File: src/rtl/cluster_clint.sv
// Cluster core-local interruptor: per-hart software interrupt bits, a shared
// 64-bit prescaled mtime counter and per-hart mtimecmp registers, accessed
// through a single-outstanding valid/ready register port.
module cluster_clint #(
  parameter int unsigned NrCores   = 8,
  parameter int unsigned AddrWidth = 16,
  parameter int unsigned Prescaler = 1
) (
  input  logic                 clk_i,
  input  logic                 rst_ni,
  input  logic                 req_valid_i,
  output logic                 req_ready_o,
  input  logic [AddrWidth-1:0] req_addr_i,
  input  logic                 req_write_i,
  input  logic [31:0]          req_wdata_i,
  output logic                 rsp_valid_o,
  input  logic                 rsp_ready_i,
  output logic [31:0]          rsp_rdata_o,
  output logic                 rsp_error_o,
  output logic [NrCores-1:0]   msip_o,
  output logic [NrCores-1:0]   mtip_o
);

  localparam int unsigned   PsW   = (Prescaler > 1) ? $clog2(Prescaler) : 1;
  localparam logic [PsW-1:0] PsMax = PsW'(Prescaler - 1);

  // Architectural state
  logic [NrCores-1:0]        msip_q, msip_d;
  logic [NrCores-1:0][63:0]  mtimecmp_q, mtimecmp_d;
  logic [63:0]               mtime_q, mtime_d;
  logic [PsW-1:0]            ps_q, ps_d;
  logic                      rsp_valid_q, rsp_valid_d;
  logic                      rsp_error_q, rsp_error_d;
  logic [31:0]               rsp_rdata_q, rsp_rdata_d;

  // Decode signals
  logic [31:0] addr;
  logic [31:0] msip_hart;
  logic [31:0] cmp_hart;
  logic        sel_msip, sel_cmp, sel_mtime_lo, sel_mtime_hi, dec_err;
  logic [31:0] rdata;
  logic        accept, wr_en, tick;

  assign addr        = 32'(req_addr_i);
  assign req_ready_o = !rsp_valid_q;
  assign accept      = req_valid_i && !rsp_valid_q;
  assign wr_en       = accept && req_write_i && !dec_err;
  assign tick        = (ps_q == PsMax);

  // Address decode; anything not selecting a real register is an error
  always_comb begin
    msip_hart    = addr >> 2;
    cmp_hart     = (addr - 32'h4000) >> 3;
    sel_msip     = 1'b0;
    sel_cmp      = 1'b0;
    sel_mtime_lo = 1'b0;
    sel_mtime_hi = 1'b0;
    if (addr[1:0] == 2'b00) begin
      if (addr < 32'h4000) begin
        sel_msip = (msip_hart < 32'(NrCores));
      end else if (addr < 32'hBFF8) begin
        sel_cmp = (cmp_hart < 32'(NrCores));
      end else if (addr == 32'hBFF8) begin
        sel_mtime_lo = 1'b1;
      end else if (addr == 32'hBFFC) begin
        sel_mtime_hi = 1'b1;
      end
    end
    dec_err = !(sel_msip || sel_cmp || sel_mtime_lo || sel_mtime_hi);
  end

  // Read data mux from current register values
  always_comb begin
    rdata = '0;
    for (int unsigned i = 0; i < NrCores; i++) begin
      if (sel_msip && (msip_hart == 32'(i))) begin
        rdata = {31'd0, msip_q[i]};
      end
      if (sel_cmp && (cmp_hart == 32'(i))) begin
        rdata = addr[2] ? mtimecmp_q[i][63:32] : mtimecmp_q[i][31:0];
      end
    end
    if (sel_mtime_lo) rdata = mtime_q[31:0];
    if (sel_mtime_hi) rdata = mtime_q[63:32];
  end

  // Register writes for msip and mtimecmp halves
  always_comb begin
    msip_d     = msip_q;
    mtimecmp_d = mtimecmp_q;
    for (int unsigned i = 0; i < NrCores; i++) begin
      if (wr_en && sel_msip && (msip_hart == 32'(i))) begin
        msip_d[i] = req_wdata_i[0];
      end
      if (wr_en && sel_cmp && (cmp_hart == 32'(i))) begin
        if (addr[2]) mtimecmp_d[i][63:32] = req_wdata_i;
        else         mtimecmp_d[i][31:0]  = req_wdata_i;
      end
    end
  end

  // Prescaler and mtime; a software write to mtime wins over the tick
  always_comb begin
    ps_d    = tick ? '0 : ps_q + 1'b1;
    mtime_d = mtime_q;
    if (wr_en && sel_mtime_lo) begin
      mtime_d[31:0] = req_wdata_i;
    end else if (wr_en && sel_mtime_hi) begin
      mtime_d[63:32] = req_wdata_i;
    end else if (tick) begin
      mtime_d = mtime_q + 64'd1;
    end
  end

  // Response channel: capture at acceptance, hold until consumed
  always_comb begin
    rsp_valid_d = rsp_valid_q;
    rsp_error_d = rsp_error_q;
    rsp_rdata_d = rsp_rdata_q;
    if (accept) begin
      rsp_valid_d = 1'b1;
      rsp_error_d = dec_err;
      rsp_rdata_d = (req_write_i || dec_err) ? 32'd0 : rdata;
    end else if (rsp_valid_q && rsp_ready_i) begin
      rsp_valid_d = 1'b0;
      rsp_error_d = 1'b0;
      rsp_rdata_d = 32'd0;
    end
  end

  // State registers
  always_ff @(posedge clk_i or negedge rst_ni) begin
    if (!rst_ni) begin
      msip_q      <= '0;
      mtimecmp_q  <= '1;
      mtime_q     <= '0;
      ps_q        <= '0;
      rsp_valid_q <= 1'b0;
      rsp_error_q <= 1'b0;
      rsp_rdata_q <= '0;
    end else begin
      msip_q      <= msip_d;
      mtimecmp_q  <= mtimecmp_d;
      mtime_q     <= mtime_d;
      ps_q        <= ps_d;
      rsp_valid_q <= rsp_valid_d;
      rsp_error_q <= rsp_error_d;
      rsp_rdata_q <= rsp_rdata_d;
    end
  end

  // Timer interrupts compare registered values only
  always_comb begin
    for (int unsigned i = 0; i < NrCores; i++) begin
      mtip_o[i] = (mtime_q >= mtimecmp_q[i]);
    end
  end

  assign msip_o      = msip_q;
  assign rsp_valid_o = rsp_valid_q;
  assign rsp_error_o = rsp_error_q;
  assign rsp_rdata_o = rsp_rdata_q;

endmodule

File: config.mk
export PLATFORM = sky130hd
export DESIGN_NAME = cluster_clint
export DESIGN_NICKNAME = d
export VERILOG_FILES = /design/src/rtl/cluster_clint.sv
export SDC_FILE = /design/constraint.sdc
export NUM_CORES = 2
export LEC_CHECK = 0
export BUFFER_PORTS_ARGS = -buffer_cell sky130_fd_sc_hd__clkbuf_2
export CAP_MARGIN = 10
export CORE_MARGIN = 1.5
export CORE_UTILIZATION = 65
export DETAILED_ROUTE_END_ITERATION = 10
export PLACE_DENSITY = 0.82
export SYNTH_ARGS = -nofsm -noshare
export SYNTH_HDL_FRONTEND = slang
export SYNTH_SLANG_ARGS = --single-unit
File: constraint.sdc
create_clock -name clk_i -period 8.8 [get_ports clk_i]
set_input_delay 1.76 -clock clk_i [delete_from_list [all_inputs] [get_ports clk_i]]
set_output_delay 1.76 -clock clk_i [all_outputs]
set_load 0.03 [all_outputs]
==> impl_summary.log <==
[metrics] #FFs+latches synth: approximately 620
[metrics] Die Width: between 200 and 300 um
[metrics] DIE HEIGHT: 260 um
[metrics] pwr/cell area: about 130 nW/um^2
[metrics] crit path capture type: output pin
[metrics] met1 usage in global routing: 0.546
[metrics] global-route congestion overflow total: 0
[metrics] clock sink count: between 600 and 700
[metrics] share of synthesized area occupied by flip-flops and latches: 0.375
[metrics] maximum number of pins on one net before global-route repair: 169
[metrics] Port Buffer Count: 103
[metrics] number of design rule violations left after detail routing: 0
[metrics] share of Yosys cell area claimed by the top area cell type: 0.313
[metrics] routed length per instance: ~29 um
[metrics] ratio of cells with drive above 1 in the final layout: 0.309
[metrics] Highest Clock Rate: 146 MHz
[metrics] Iteration-0 DRC Markers: 4095
[metrics] leakage component of the power: between 15 and 20 nW
[metrics] post-CTS setup buffers: 0
[metrics] clock slew at the register clock pins of the worst setup and hold paths: about 0.060 ns
[metrics] Req. time, crit path: around 7 ns
[metrics] total routing resource utilization after global routing: 0.442
[metrics] layer with the highest usage: met2
[metrics] slowest library cell on the worst path: o41ai_1
[metrics] Max-slew headroom: 0.0896
[metrics] global-route wire length before repair: roughly 220000 um
[metrics] cell accounting for the most synthesized area: dfstp_2
[metrics] cts hold-fix bufs: 0
[metrics] type of element launching the critical path: flop
[metrics] time the final worst path needs with I/O delays and setup: approximately 7 ns
[metrics] top library cells by usage in the layout, fill and taps aside: inv_1 (525), ha_1 (518), dfstp_2 (512)
[metrics] nets in the synthesized netlist: around 4800
[metrics] cell row count: 94
[metrics] count of buffer and inverter cells on the critical path: 1
[metrics] period utilisation layout: 0.777
[metrics] setup repair after global routing missed its margin: false
[metrics] clock tree root buffer cell: clkbuf_16
[metrics] Worst Path Max Fanout: 12
[metrics] Clock Latency Late Sink: between 0.6 and 0.7 ns
[metrics] number of optimization iterations in the first detailed-route pass: 6
[metrics] number of different library cells in the post-synthesis netlist: a little over 80
[metrics] number of antenna violations at the first check in global routing: 11
[metrics] area of combinational cells with multiple inputs: around 24000 um^2
[metrics] Final ANT Viol Nets: 0
[metrics] TritonCTS clock tree: yes
[metrics] most common cell type on the critical path: nor3_1
[metrics] number of instances resized during post-cts repair: 0
[metrics] Critical Path, Cell by Cell: ha_1 -> nand4_1 -> or2_2 -> nor3_1 -> o311a_1 -> nor3_1 -> o41ai_1 -> clkbuf_2
[metrics] CORE AREA: around 66000 um^2
[metrics] number of vias after detailed routing: around 35000
[metrics] detailed-route vias per instance: roughly 6.9
[metrics] count of maximum capacitance violations: 0
[metrics] minimum setup slack after placement: approximately 2.1 ns
[metrics] Yosys warnings: 0
[metrics] area of the mapped netlist: 43000 um^2
[metrics] dpl hpwl: between 100000 and 150000 um
[metrics] worst clock skew: approximately 0.026 ns
[metrics] data arrival at the endpoint of the critical path: 5.08 ns
[metrics] buffer levels on the longest clock path: 3
[metrics] maximum resistive drop on vdd: between 0.00015 and 0.0002 V
[metrics] minimum setup slack in the final design: around 2.0 ns
[metrics] Avg Inst Size Synth: just over 10 um^2
[metrics] critical path's largest stage delay: roughly 1.0 ns
[metrics] die area: ~68000 um^2
[metrics] IO Count: around 100
[metrics] setup slack on the worst flop-to-flop path: roughly 5 ns
[metrics] Final Hold Viols: 0
[metrics] effective utilization at floorplan: 0.655
[metrics] Filler Cell Count: approximately 4700
[metrics] layout overhead on the synthesized area: 8.31%
[metrics] count of flip-flops with a built-in enable after synthesis: 0
[metrics] max-slew violation count: 0
[metrics] main area contributors after synthesis: dfstp_2 (31%), ha_1 (15%), mux2_2 (12%)
[metrics] global-route track usage on met3: 0.120
[metrics] area occupied by registers: 16100 um^2
[metrics] post-layout utilization of the core: 0.709
[metrics] largest delay contributor family on the critical path: simple AND/OR/NAND/NOR gates
[metrics] number of standard cells after synthesis: approximately 4200
[metrics] H-Tree Level Count: 3
[metrics] met2 track utilization from global routing: 0.656
[metrics] via count of the first global-routing pass: 35274
[metrics] final total negative setup slack: 0 ns
[metrics] critical path type: reg -> out
[metrics] final count of negative-setup-slack endpoints: 0
[metrics] CTS Buf Count: 70
[metrics] Cell Count, Final, Fillers Out: 5178
[metrics] RePlAce Congestion: about 1.0
[metrics] most frequent standard cell in the layout excluding fill and tap cells: inv_1
[metrics] routed wire length: 149000 um
[metrics] Min-Delay Path Class: reg -> reg
[metrics] Async S/R FF share, synth: 1.00
[metrics] final net count: 4826
[metrics] Cells after DPL: a little over 5000
[metrics] most used flip-flop cell after synthesis: dfstp_2
[metrics] status: complete, no violations
[metrics] Tightest Pin Transition: 1.36 ns
[per-layer routing]
metal	vias to the layer above	wire length, um	share of wire
li1	15273	-	-
met1	17339	53900	0.36
met2	2189	63500	0.43
met3	693	17400	0.12
met4	4	14000	0.094
met5	-	25	0.00017
[flip-flops by register name, summed over array words and instances (netlist names)]
register     count
rsp_error_o      1
mtime_q         64
msip_o           8
rsp_rdata_o     32
mtimecmp_q     512
rsp_valid_o      1
[stage by stage]
stage	hold WS, ns	instance area, um^2	total power [mW]
5_1_grt	0.522	46600	6.23
2_1_floorplan	0.576	43000	3.05
3_5_place_dp	0.470	44300	3.23
3_3_place_gp	0.461	44300	3.22
4_1_cts	0.483	46500	6.09
6_report	0.480	46600	6.10
[final timing paths]
| kind | from | end | cells past startpoint |
|---|---|---|---|
| worst max-delay path | mtime_q[31] | mtip_o[3] | 8 |
| worst min-delay path | rsp_rdata_o[25] | rsp_rdata_o[25] | 2 |
| worst max register to register | mtime_q[1] | mtime_q[52] | 9 |
| worst min register to register | rsp_rdata_o[25] | rsp_rdata_o[25] | 2 |
| max in group asynchronous | rst_ni | mtime_q[22] | 2 |
| min in group asynchronous | rst_ni | rsp_rdata_o[25] | 1 |
[cells in the mapped netlist (29+ instances only)]
cell      instances
a211oi_1         45
a21o_1           88
a21oi_1         204
buf_1            29
buf_4            40
clkbuf_1        105
dfrtp_1         106
dfstp_2         512
ha_1            518
inv_1           525
mux2_1           29
mux2_2          462
mux2_4           30
mux2i_1         221
nand2_1         211
nand3_1          67
nand4_1         104
nor2_1          106
nor3_1           46
nor4_1           40
o21ai_0         291
o221ai_1         31
o22ai_1          82
[cell families after synthesis]
logic type | after synthesis | share of synthesized area
flip-flops | 618 | 0.375
AO/OA/AOI/OAI | 895 | 0.129
adder cells (fa/ha/maj) | 518 | 0.151
multiplexers | 742 | 0.191
AND/OR/NAND/NOR | 698 | 0.0849
buffers and inverters | 715 | 0.0670
XOR/XNOR | 17 | 0.00346
[where the power goes]
part | total (mW) | internal (mW) | switching, mW
combinational | 0.324 | 0.0813 | 0.243
clock | 2.89 | 1.67 | 1.22
sequential | 2.88 | 2.86 | 0.0194
[cell type report]
class / count / area share
Antenna cell: 8 / 0.000430
Clock buffer: 109 / 0.0445
Clock inverter: 14 / 0.00266
Inverter: 525 / 0.0423
Multi-Input combinational cell: 2870 / 0.517
Sequential cell: 618 / 0.346
Tap cell: 864 / 0.0232
Timing Repair Buffer: 170 / 0.0237
[worst reg2reg max path, cell delays in order, from the launching register on]
cell	delay (ns)
dfrtp_1	0.69
ha_1	0.37
nand4_1	0.31
nor3_1	0.25
buf_4	0.24
nand4_2	0.27
nor4_2	0.76
nand2_1	0.35
o22a_1	0.27
o22a_1	0.19
Note: power is estimated with default switching activity, not from simulation.
